==> config.mk <==
export PLATFORM = sky130hd
export DESIGN_NAME = dma_rd_arbiter_flat
export DESIGN_NICKNAME = d
export VERILOG_FILES = /design/src/rtl/dma_rd_arbiter_if.sv /design/src/rtl/dma_rd_arbiter.sv /design/src/flat_wrapper.sv
export SDC_FILE = /design/constraint.sdc
export NUM_CORES = 1
export LEC_CHECK = 0
export ABC_AREA = 1
export BUFFER_PORTS_ARGS = -buffer_cell sky130_fd_sc_hd__buf_2
export CORE_UTILIZATION = 59
export CTS_CLUSTER_DIAMETER = 40
export DETAILED_ROUTE_END_ITERATION = 12
export PLACE_DENSITY = 0.92
export SYNTH_ARGS = -nofsm -noshare
export SYNTH_HDL_FRONTEND = slang
export SYNTH_SLANG_ARGS = --single-unit
==> constraint.sdc <==
create_clock -name clk -period 4.2 [get_ports clk]
set_input_delay 0.21 -clock clk [delete_from_list [all_inputs] [get_ports clk]]
set_output_delay 0.21 -clock clk [all_outputs]
set_load 0.05 [all_outputs]
==> src/rtl/dma_rd_arbiter_if.sv <==
// Bundle between the three layer-load requesters, the arbiter and the DMA
// read-command channel. The arbiter sits on the master modport. The
// requesters and the DMA sit on the slave modport.
interface dma_rd_arbiter_if #(
  parameter int unsigned ADDRLEN = 32,
  parameter int unsigned LENW    = 16
);
  // Requester side: bit0 input tile, bit1 kernel, bit2 sparse index
  logic [2:0]         req;
  logic [ADDRLEN-1:0] addrin;
  logic [ADDRLEN-1:0] addrkrnl;
  logic [ADDRLEN-1:0] addrindx;
  logic [LENW-1:0]    lenin;
  logic [LENW-1:0]    lenkrnl;
  logic [LENW-1:0]    lenindx;
  logic [2:0]         gnt;
  logic [2:0]         done;
  logic               busy;

  // DMA read-command channel
  logic               rdvalid;
  logic               rdready;
  logic [ADDRLEN-1:0] rdaddr;
  logic [LENW-1:0]    transferlen;
  logic               rdlast;

  modport master (
    input  req,
    input  addrin,
    input  addrkrnl,
    input  addrindx,
    input  lenin,
    input  lenkrnl,
    input  lenindx,
    output gnt,
    output done,
    output busy,
    output rdvalid,
    input  rdready,
    output rdaddr,
    output transferlen,
    input  rdlast
  );

  modport slave (
    output req,
    output addrin,
    output addrkrnl,
    output addrindx,
    output lenin,
    output lenkrnl,
    output lenindx,
    input  gnt,
    input  done,
    input  busy,
    input  rdvalid,
    output rdready,
    input  rdaddr,
    input  transferlen,
    output rdlast
  );
endinterface

==> src/rtl/dma_rd_arbiter.sv <==
// Round-robin owner of the single DMA read-command channel. Serves one
// requester at a time and splits long transfers into chunks of at most
// MAXLEN bytes. Each chunk waits for the rdlast of the previous one. The
// owner gets a one-cycle done pulse when its whole transfer has landed.
module dma_rd_arbiter #(
  parameter int unsigned ADDRLEN = 32,
  parameter int unsigned LENW    = 16,
  parameter int unsigned MAXLEN  = 4096
) (
  input logic              clk,
  input logic              rst,
  dma_rd_arbiter_if.master bus
);

  localparam logic [LENW-1:0] MaxLen = LENW'(MAXLEN);

  typedef enum logic [1:0] {
    StIdle  = 2'b00,
    StIssue = 2'b01,
    StWait  = 2'b10,
    StDone  = 2'b11
  } state_e;

  state_e             state_q;
  logic [1:0]         ptr_q;
  logic [1:0]         sel_q;
  logic [ADDRLEN-1:0] cur_addr_q;
  logic [LENW-1:0]    rem_q;
  logic [2:0]         gnt_q;
  logic [2:0]         done_q;
  logic               busy_q;
  logic               rdvalid_q;
  logic [ADDRLEN-1:0] rdaddr_q;
  logic [LENW-1:0]    transferlen_q;

  logic [1:0]         sel_nxt;
  logic [ADDRLEN-1:0] req_addr;
  logic [LENW-1:0]    req_len;
  logic [LENW-1:0]    req_chunk;
  logic [ADDRLEN-1:0] next_addr;
  logic [LENW-1:0]    next_rem;
  logic [LENW-1:0]    next_chunk;
  logic [1:0]         ptr_nxt;

  function automatic logic [2:0] onehot(input logic [1:0] s);
    return 3'b001 << s;
  endfunction

  function automatic logic [LENW-1:0] clip(input logic [LENW-1:0] len);
    return (len > MaxLen) ? MaxLen : len;
  endfunction

  // Rotating scan starting at ptr; only meaningful when some req bit is set
  always_comb begin
    sel_nxt = 2'd0;
    case (ptr_q)
      2'd1: begin
        if (bus.req[1])      sel_nxt = 2'd1;
        else if (bus.req[2]) sel_nxt = 2'd2;
        else                 sel_nxt = 2'd0;
      end
      2'd2: begin
        if (bus.req[2])      sel_nxt = 2'd2;
        else if (bus.req[0]) sel_nxt = 2'd0;
        else                 sel_nxt = 2'd1;
      end
      default: begin
        if (bus.req[0])      sel_nxt = 2'd0;
        else if (bus.req[1]) sel_nxt = 2'd1;
        else                 sel_nxt = 2'd2;
      end
    endcase
  end

  // Address/length of the requester about to be granted
  always_comb begin
    req_addr = bus.addrindx;
    req_len  = bus.lenindx;
    case (sel_nxt)
      2'd0: begin
        req_addr = bus.addrin;
        req_len  = bus.lenin;
      end
      2'd1: begin
        req_addr = bus.addrkrnl;
        req_len  = bus.lenkrnl;
      end
      default: begin
        req_addr = bus.addrindx;
        req_len  = bus.lenindx;
      end
    endcase
  end

  // Progress after the chunk in flight completes; address wraps modulo 2^ADDRLEN
  always_comb begin
    req_chunk  = clip(req_len);
    next_addr  = cur_addr_q + ADDRLEN'(transferlen_q);
    next_rem   = rem_q - transferlen_q;
    next_chunk = clip(next_rem);
    ptr_nxt    = (sel_q == 2'd2) ? 2'd0 : sel_q + 2'd1;
  end

  // Service FSM with all outputs registered
  always_ff @(posedge clk) begin
    if (rst) begin
      state_q       <= StIdle;
      ptr_q         <= 2'd0;
      sel_q         <= 2'd0;
      cur_addr_q    <= '0;
      rem_q         <= '0;
      gnt_q         <= 3'b000;
      done_q        <= 3'b000;
      busy_q        <= 1'b0;
      rdvalid_q     <= 1'b0;
      rdaddr_q      <= '0;
      transferlen_q <= '0;
    end else begin
      case (state_q)
        StIdle: begin
          if (bus.req != 3'b000) begin
            sel_q      <= sel_nxt;
            gnt_q      <= onehot(sel_nxt);
            busy_q     <= 1'b1;
            cur_addr_q <= req_addr;
            rem_q      <= req_len;
            if (req_len == '0) begin
              // Nothing to fetch: complete straight away
              done_q  <= onehot(sel_nxt);
              state_q <= StDone;
            end else begin
              rdvalid_q     <= 1'b1;
              rdaddr_q      <= req_addr;
              transferlen_q <= req_chunk;
              state_q       <= StIssue;
            end
          end
        end
        StIssue: begin
          // Command fields stay untouched until the DMA takes them
          if (rdvalid_q && bus.rdready) begin
            rdvalid_q <= 1'b0;
            state_q   <= StWait;
          end
        end
        StWait: begin
          if (bus.rdlast) begin
            cur_addr_q <= next_addr;
            rem_q      <= next_rem;
            if (next_rem == '0) begin
              done_q  <= onehot(sel_q);
              state_q <= StDone;
            end else begin
              rdvalid_q     <= 1'b1;
              rdaddr_q      <= next_addr;
              transferlen_q <= next_chunk;
              state_q       <= StIssue;
            end
          end
        end
        StDone: begin
          gnt_q   <= 3'b000;
          done_q  <= 3'b000;
          busy_q  <= 1'b0;
          ptr_q   <= ptr_nxt;
          state_q <= StIdle;
        end
        default: begin
          state_q <= StIdle;
        end
      endcase
    end
  end

  assign bus.gnt         = gnt_q;
  assign bus.done        = done_q;
  assign bus.busy        = busy_q;
  assign bus.rdvalid     = rdvalid_q;
  assign bus.rdaddr      = rdaddr_q;
  assign bus.transferlen = transferlen_q;

endmodule

==> src/flat_wrapper.sv <==
// flat-port wrapper written by rule: the top's interface ports become plain ports
module dma_rd_arbiter_flat 
#(
  parameter int unsigned ADDRLEN = 32,
  parameter int unsigned LENW    = 16,
  parameter int unsigned MAXLEN  = 4096
)
  (clk, rst, bus_req, bus_addrin, bus_addrkrnl, bus_addrindx, bus_lenin, bus_lenkrnl, bus_lenindx, bus_gnt, bus_done, bus_busy, bus_rdvalid, bus_rdready, bus_rdaddr, bus_transferlen, bus_rdlast);
  dma_rd_arbiter_if #(.ADDRLEN(ADDRLEN), .LENW(LENW)) bus_i ();
  input logic clk;
  input logic rst;
  input wire logic [$bits(bus_i.req)-1:0] bus_req;
  input wire logic [$bits(bus_i.addrin)-1:0] bus_addrin;
  input wire logic [$bits(bus_i.addrkrnl)-1:0] bus_addrkrnl;
  input wire logic [$bits(bus_i.addrindx)-1:0] bus_addrindx;
  input wire logic [$bits(bus_i.lenin)-1:0] bus_lenin;
  input wire logic [$bits(bus_i.lenkrnl)-1:0] bus_lenkrnl;
  input wire logic [$bits(bus_i.lenindx)-1:0] bus_lenindx;
  output wire logic [$bits(bus_i.gnt)-1:0] bus_gnt;
  output wire logic [$bits(bus_i.done)-1:0] bus_done;
  output wire logic [$bits(bus_i.busy)-1:0] bus_busy;
  output wire logic [$bits(bus_i.rdvalid)-1:0] bus_rdvalid;
  input wire logic [$bits(bus_i.rdready)-1:0] bus_rdready;
  output wire logic [$bits(bus_i.rdaddr)-1:0] bus_rdaddr;
  output wire logic [$bits(bus_i.transferlen)-1:0] bus_transferlen;
  input wire logic [$bits(bus_i.rdlast)-1:0] bus_rdlast;
  assign bus_i.req = bus_req;
  assign bus_i.addrin = bus_addrin;
  assign bus_i.addrkrnl = bus_addrkrnl;
  assign bus_i.addrindx = bus_addrindx;
  assign bus_i.lenin = bus_lenin;
  assign bus_i.lenkrnl = bus_lenkrnl;
  assign bus_i.lenindx = bus_lenindx;
  assign bus_gnt = bus_i.gnt;
  assign bus_done = bus_i.done;
  assign bus_busy = bus_i.busy;
  assign bus_rdvalid = bus_i.rdvalid;
  assign bus_i.rdready = bus_rdready;
  assign bus_rdaddr = bus_i.rdaddr;
  assign bus_transferlen = bus_i.transferlen;
  assign bus_i.rdlast = bus_rdlast;
  dma_rd_arbiter #(.ADDRLEN(ADDRLEN), .LENW(LENW), .MAXLEN(MAXLEN)) u_core (.clk(clk), .rst(rst), .bus(bus_i));
endmodule
==> metrics.md <==
| Metric | Value |
|---|---|
| Largest area contributor in the netlist | dfxtp_1 |
| Post-synth cell types | 39 |
| Main synth FF type | dfxtp_1 |
| Initial antenna violation count | 1 |
| Final setup viols | 0 |
| GRT met2 Usage | 60.70% |
| Placer congestion estimate | 0.9581 |
| Depth of the CTS H-tree | 3 |
| Max VDD drop | 312.2 uV |
| XOR/XNOR Fraction of Synth Area | roughly 1.1% |
| Routed wire length | 27280 um |
| Slew headroom | 25.18% |
| Die area | 14880 sq um |
| Status | completed |
| CTS resizes | 0 |
| #FFs+latches synth | 110 |
| Syn nets | 1681 |
| Cells along the critical path | inv_1 > ha_1 > nand2_1 > o21ai_4 > nor2_4 > nand2_1 > nand3_1 > nor2_1 > nand2_1 > nor2_2 > nand3_2 > nand3_2 > buf_4 > nand2_1 > nand2_1 > nor2_1 |
| Final min period | 3595 ps |
| Slowest CP cell | o21ai_4 |
| Hold-fix buffers, CTS | 0 |
| Clock Latency Late Sink | between 300 and 400 ps |
| DRT antenna net count | 0 |
| Busiest grt layer | met2 |
| First-pass iteration count of the detailed router | 6 |
| Cell mode on critical path | nand2_1 |
| Worst Path Required | 4450 ps |
| # diodes | 0 |
| R2R Setup Slk | 600 ps |
| Reg clk slew, reported paths | 70 ps |
| CTS Buffer Depth | 2 |
| Root buffer cell | clkbuf_16 |
| Worst-path fanout max | 43 |
| Starting DRT DRC Count | 1080 |
| Lkg Pwr | 5.537 nW |
| # rows | 43 |
| Clock skew | 7.546 ps |
| Count leader, synth | nand2_1 |
| Final instance area | 9872 sq um |
| YS warnings | 0 |
| First-pass GRT wire length | roughly 44000 um |
| Critical path's largest stage delay | 870 ps |
| Vias in the first global route | 9263 |
| Vias per Instance | 5.580 |
| Critical path class | reg2reg |
| DRC | 0 |
| EDFF count, synth | 0 |
| Least-Margin Pin Slew | 1118 ps |
| CP Buf/Inv Count | 2 |
| Overall global routing resource usage | 37.57% |
| Via Count | 10310 |
| Post-synthesis mux area share | 0% |
| CTS tree | built |
| Final hold violations | 0 |
| Die height | 122.0 um |
| Grt total ovfl | 0 |
| Setup TNS | 0 ps |
| FILL cells | 1275 |
| Core Region | 13990 sq um |
| Post-Synthesis Cells | 1495 |
| Ys async rst share | 0% |
| Mean area per synthesized cell | around 5.7 sq um |
| Synth area leaders | dfxtp_1 (26%), nand2_1 (22%), inv_1 (9.5%) |
| Slew Limit Fails | 0 |
| Synth Area in Simple Gates | 41.19% |
| Area post-placement | 9575 sq um |
| Nets | 1850 |
| RSZ-0062 raised after global routing | false |
| Dpl hpwl | slightly above 20000 um |
| Synth-to-layout area growth | 16.20% |
| Inserted Clock Buffers | 9 |
| Largest family of logic cells by synthesized area | simple AND/OR/NAND/NOR gates |
| Pwr dens | roughly 470 nW/um^2 |
| Largest net degree at the start of global routing | 70 |
| Met1 Usage GRT | between 50% and 60% |
| CP Capture Type | flop |
| Type of origin of the critical path | flop |
| Initial Utilization | 60.73% |
| Top-area cell type share of the netlist area | between 20% and 30% |
| Num ports | 207 |
| Share of post-route cells with drive strength above 1 | 14.76% |
| Hold Crit Class | in2reg |
| Die W | between 100 and 150 um |
| WP data arrival | 3840 ps |
| Post-Synth Adder-Cell Area | under 10% |
| Max cap viols | 0 |
| DR WL/cell | 14.77 um |
| Complex-gate fraction of the synthesized area | approximately 14% |
| GR Util met3 | between 7 and 8% |
| Top delay family on crit path | simple AND/OR/NAND/NOR gates |
| Port bufs | 206 |
| CTS sink cnt | between 100 and 150 |
| Tcrit/Tclk final | 85.61% |
| Seq/Total Area, Yosys | between 20% and 30% |
| Cell Area, Synth | ~8500 sq um |
| Post-CTS Setup Inserts | 0 |
| Peak Freq | between 200 and 300 MHz |
| Most instantiated cells after synthesis | nand2_1 (500), inv_1 (216), nor2_1 (210), dfxtp_1 (110), nand3_1 (105) |
==> where the power goes <==
group	internal (mW)	switching [mW]
Sequential	1.23	0.142
Clock	0.491	0.400
Combinational	0.700	1.65
==> worst register-to-register path, stage by stage (launching register included) <==
cell and delay, ps:
dfxtp_1 340, inv_1 60, ha_1 330, nand2_1 110
o21ai_4 870, nor2_4 180, nand2_1 110, nand3_1 90
nor2_1 130, nand2_1 120, nor2_2 160, nand3_2 200
nand3_2 140, buf_4 380, nand2_1 130, nand2_1 90
nor2_1 60
==> metrics by stage <==
stage / std cells / hold WS [ps] / util, % / setup WS, ps / total power, mW
after floorplan: 1495 / 288.7 / - / 1392 / 3.090
after global placement: 1833 / 448.5 / 68.45 / 837.1 / 3.619
after detailed placement: 1833 / 456.8 / 68.45 / 682.9 / 3.672
after CTS: 1847 / 209.6 / 70.57 / 657.1 / 4.558
after global routing: 1847 / 240.2 / 70.57 / 212.2 / 4.931
final: 1847 / 227.7 / 70.57 / 604.5 / 4.612
==> worst paths after layout <==
path                           startpoint                                       to  cells past startpoint
max reg2reg  u_core.ptr_q[0]$_SDFFE_PP0P_       u_core.bus.rdaddr[27]$_SDFFE_PP0P_                     16
min                                   rst  u_core.bus.transferlen[15]$_SDFFE_PP0P_                      2
min reg2reg  u_core.bus.busy$_SDFFE_PP0P_             u_core.bus.busy$_SDFFE_PP0P_                      2
max          u_core.ptr_q[0]$_SDFFE_PP0P_       u_core.bus.rdaddr[27]$_SDFFE_PP0P_                     16
==> state kept, by name, indices dropped and copies added (netlist names) <==
| name | count |
|---|---|
| u_core.bus.rdaddr | 32 |
| u_core.cur_addr_q | 32 |
| u_core.bus.transferlen | 16 |
| u_core.rem_q | 16 |
| u_core.bus.done | 3 |
| u_core.bus.gnt | 3 |
| u_core.ptr_q | 2 |
| u_core.sel_q | 2 |
| u_core.state_q | 2 |
| u_core.bus.busy | 1 |
| u_core.bus.rdvalid | 1 |
==> cells by family (layout without fill, tap and decap cells) <==
kind of cell | Yosys count | count (layout)
DFF | 110 | 110
adders and majority gates | 35 | 35
xor gates and xnor gates | 11 | 11
and+or+nand+nor | 864 | 864
AOI/OAI and AO/OA | 199 | 199
buffers and inverters | 276 | 448
==> metal layers <==
layer  routed length (um)  share of wire [%]
met1                11350                 42
met2                12210                 45
met3                 3075                 11
met4                  636                2.3
met5                   15              0.055
==> layout make-up <==
class | count | area [sq um] | share of cell area [%]
clock inverters | 3 | 43.79 | 0.4436
multi-input cells | 1109 | 5219 | 52.86
inverters | 217 | 815.8 | 8.264
well taps | 180 | 225.2 | 2.281
clock buffers | 11 | 252.7 | 2.560
flip-flops and latches | 110 | 2202 | 22.31
repair buffers | 217 | 1114 | 11.28
==> layout by cell type, fill, tap and decap left out, types with 2 or more instances in the layout <==
cell type	netlist	layout
nand2_1	500	500
inv_1	216	216
nor2_1	210	208
buf_2	6	206
dfxtp_1	110	110
nand3_1	105	105
o21ai_0	74	73
a21oi_1	66	66
ha_1	33	33
nand4_1	18	18
o21bai_1	15	15
nor3_1	13	13
a31oi_1	12	12
buf_4	7	11
a221oi_1	9	9
clkbuf_16	0	9
o211ai_1	8	8
xnor2_1	7	7
nand3b_1	5	5
or2_2	4	4
o221ai_1	4	4
xor2_1	4	4
nor2_2	2	3
a32o_1	3	3
nor2_4	1	2
clkinv_2	0	2
a21o_1	2	2
and2_1	2	2
nand3_2	2	2
o22ai_1	2	2
fa_1	2	2
clkbuf_8	0	2
Power figures use the tool's default switching activity.
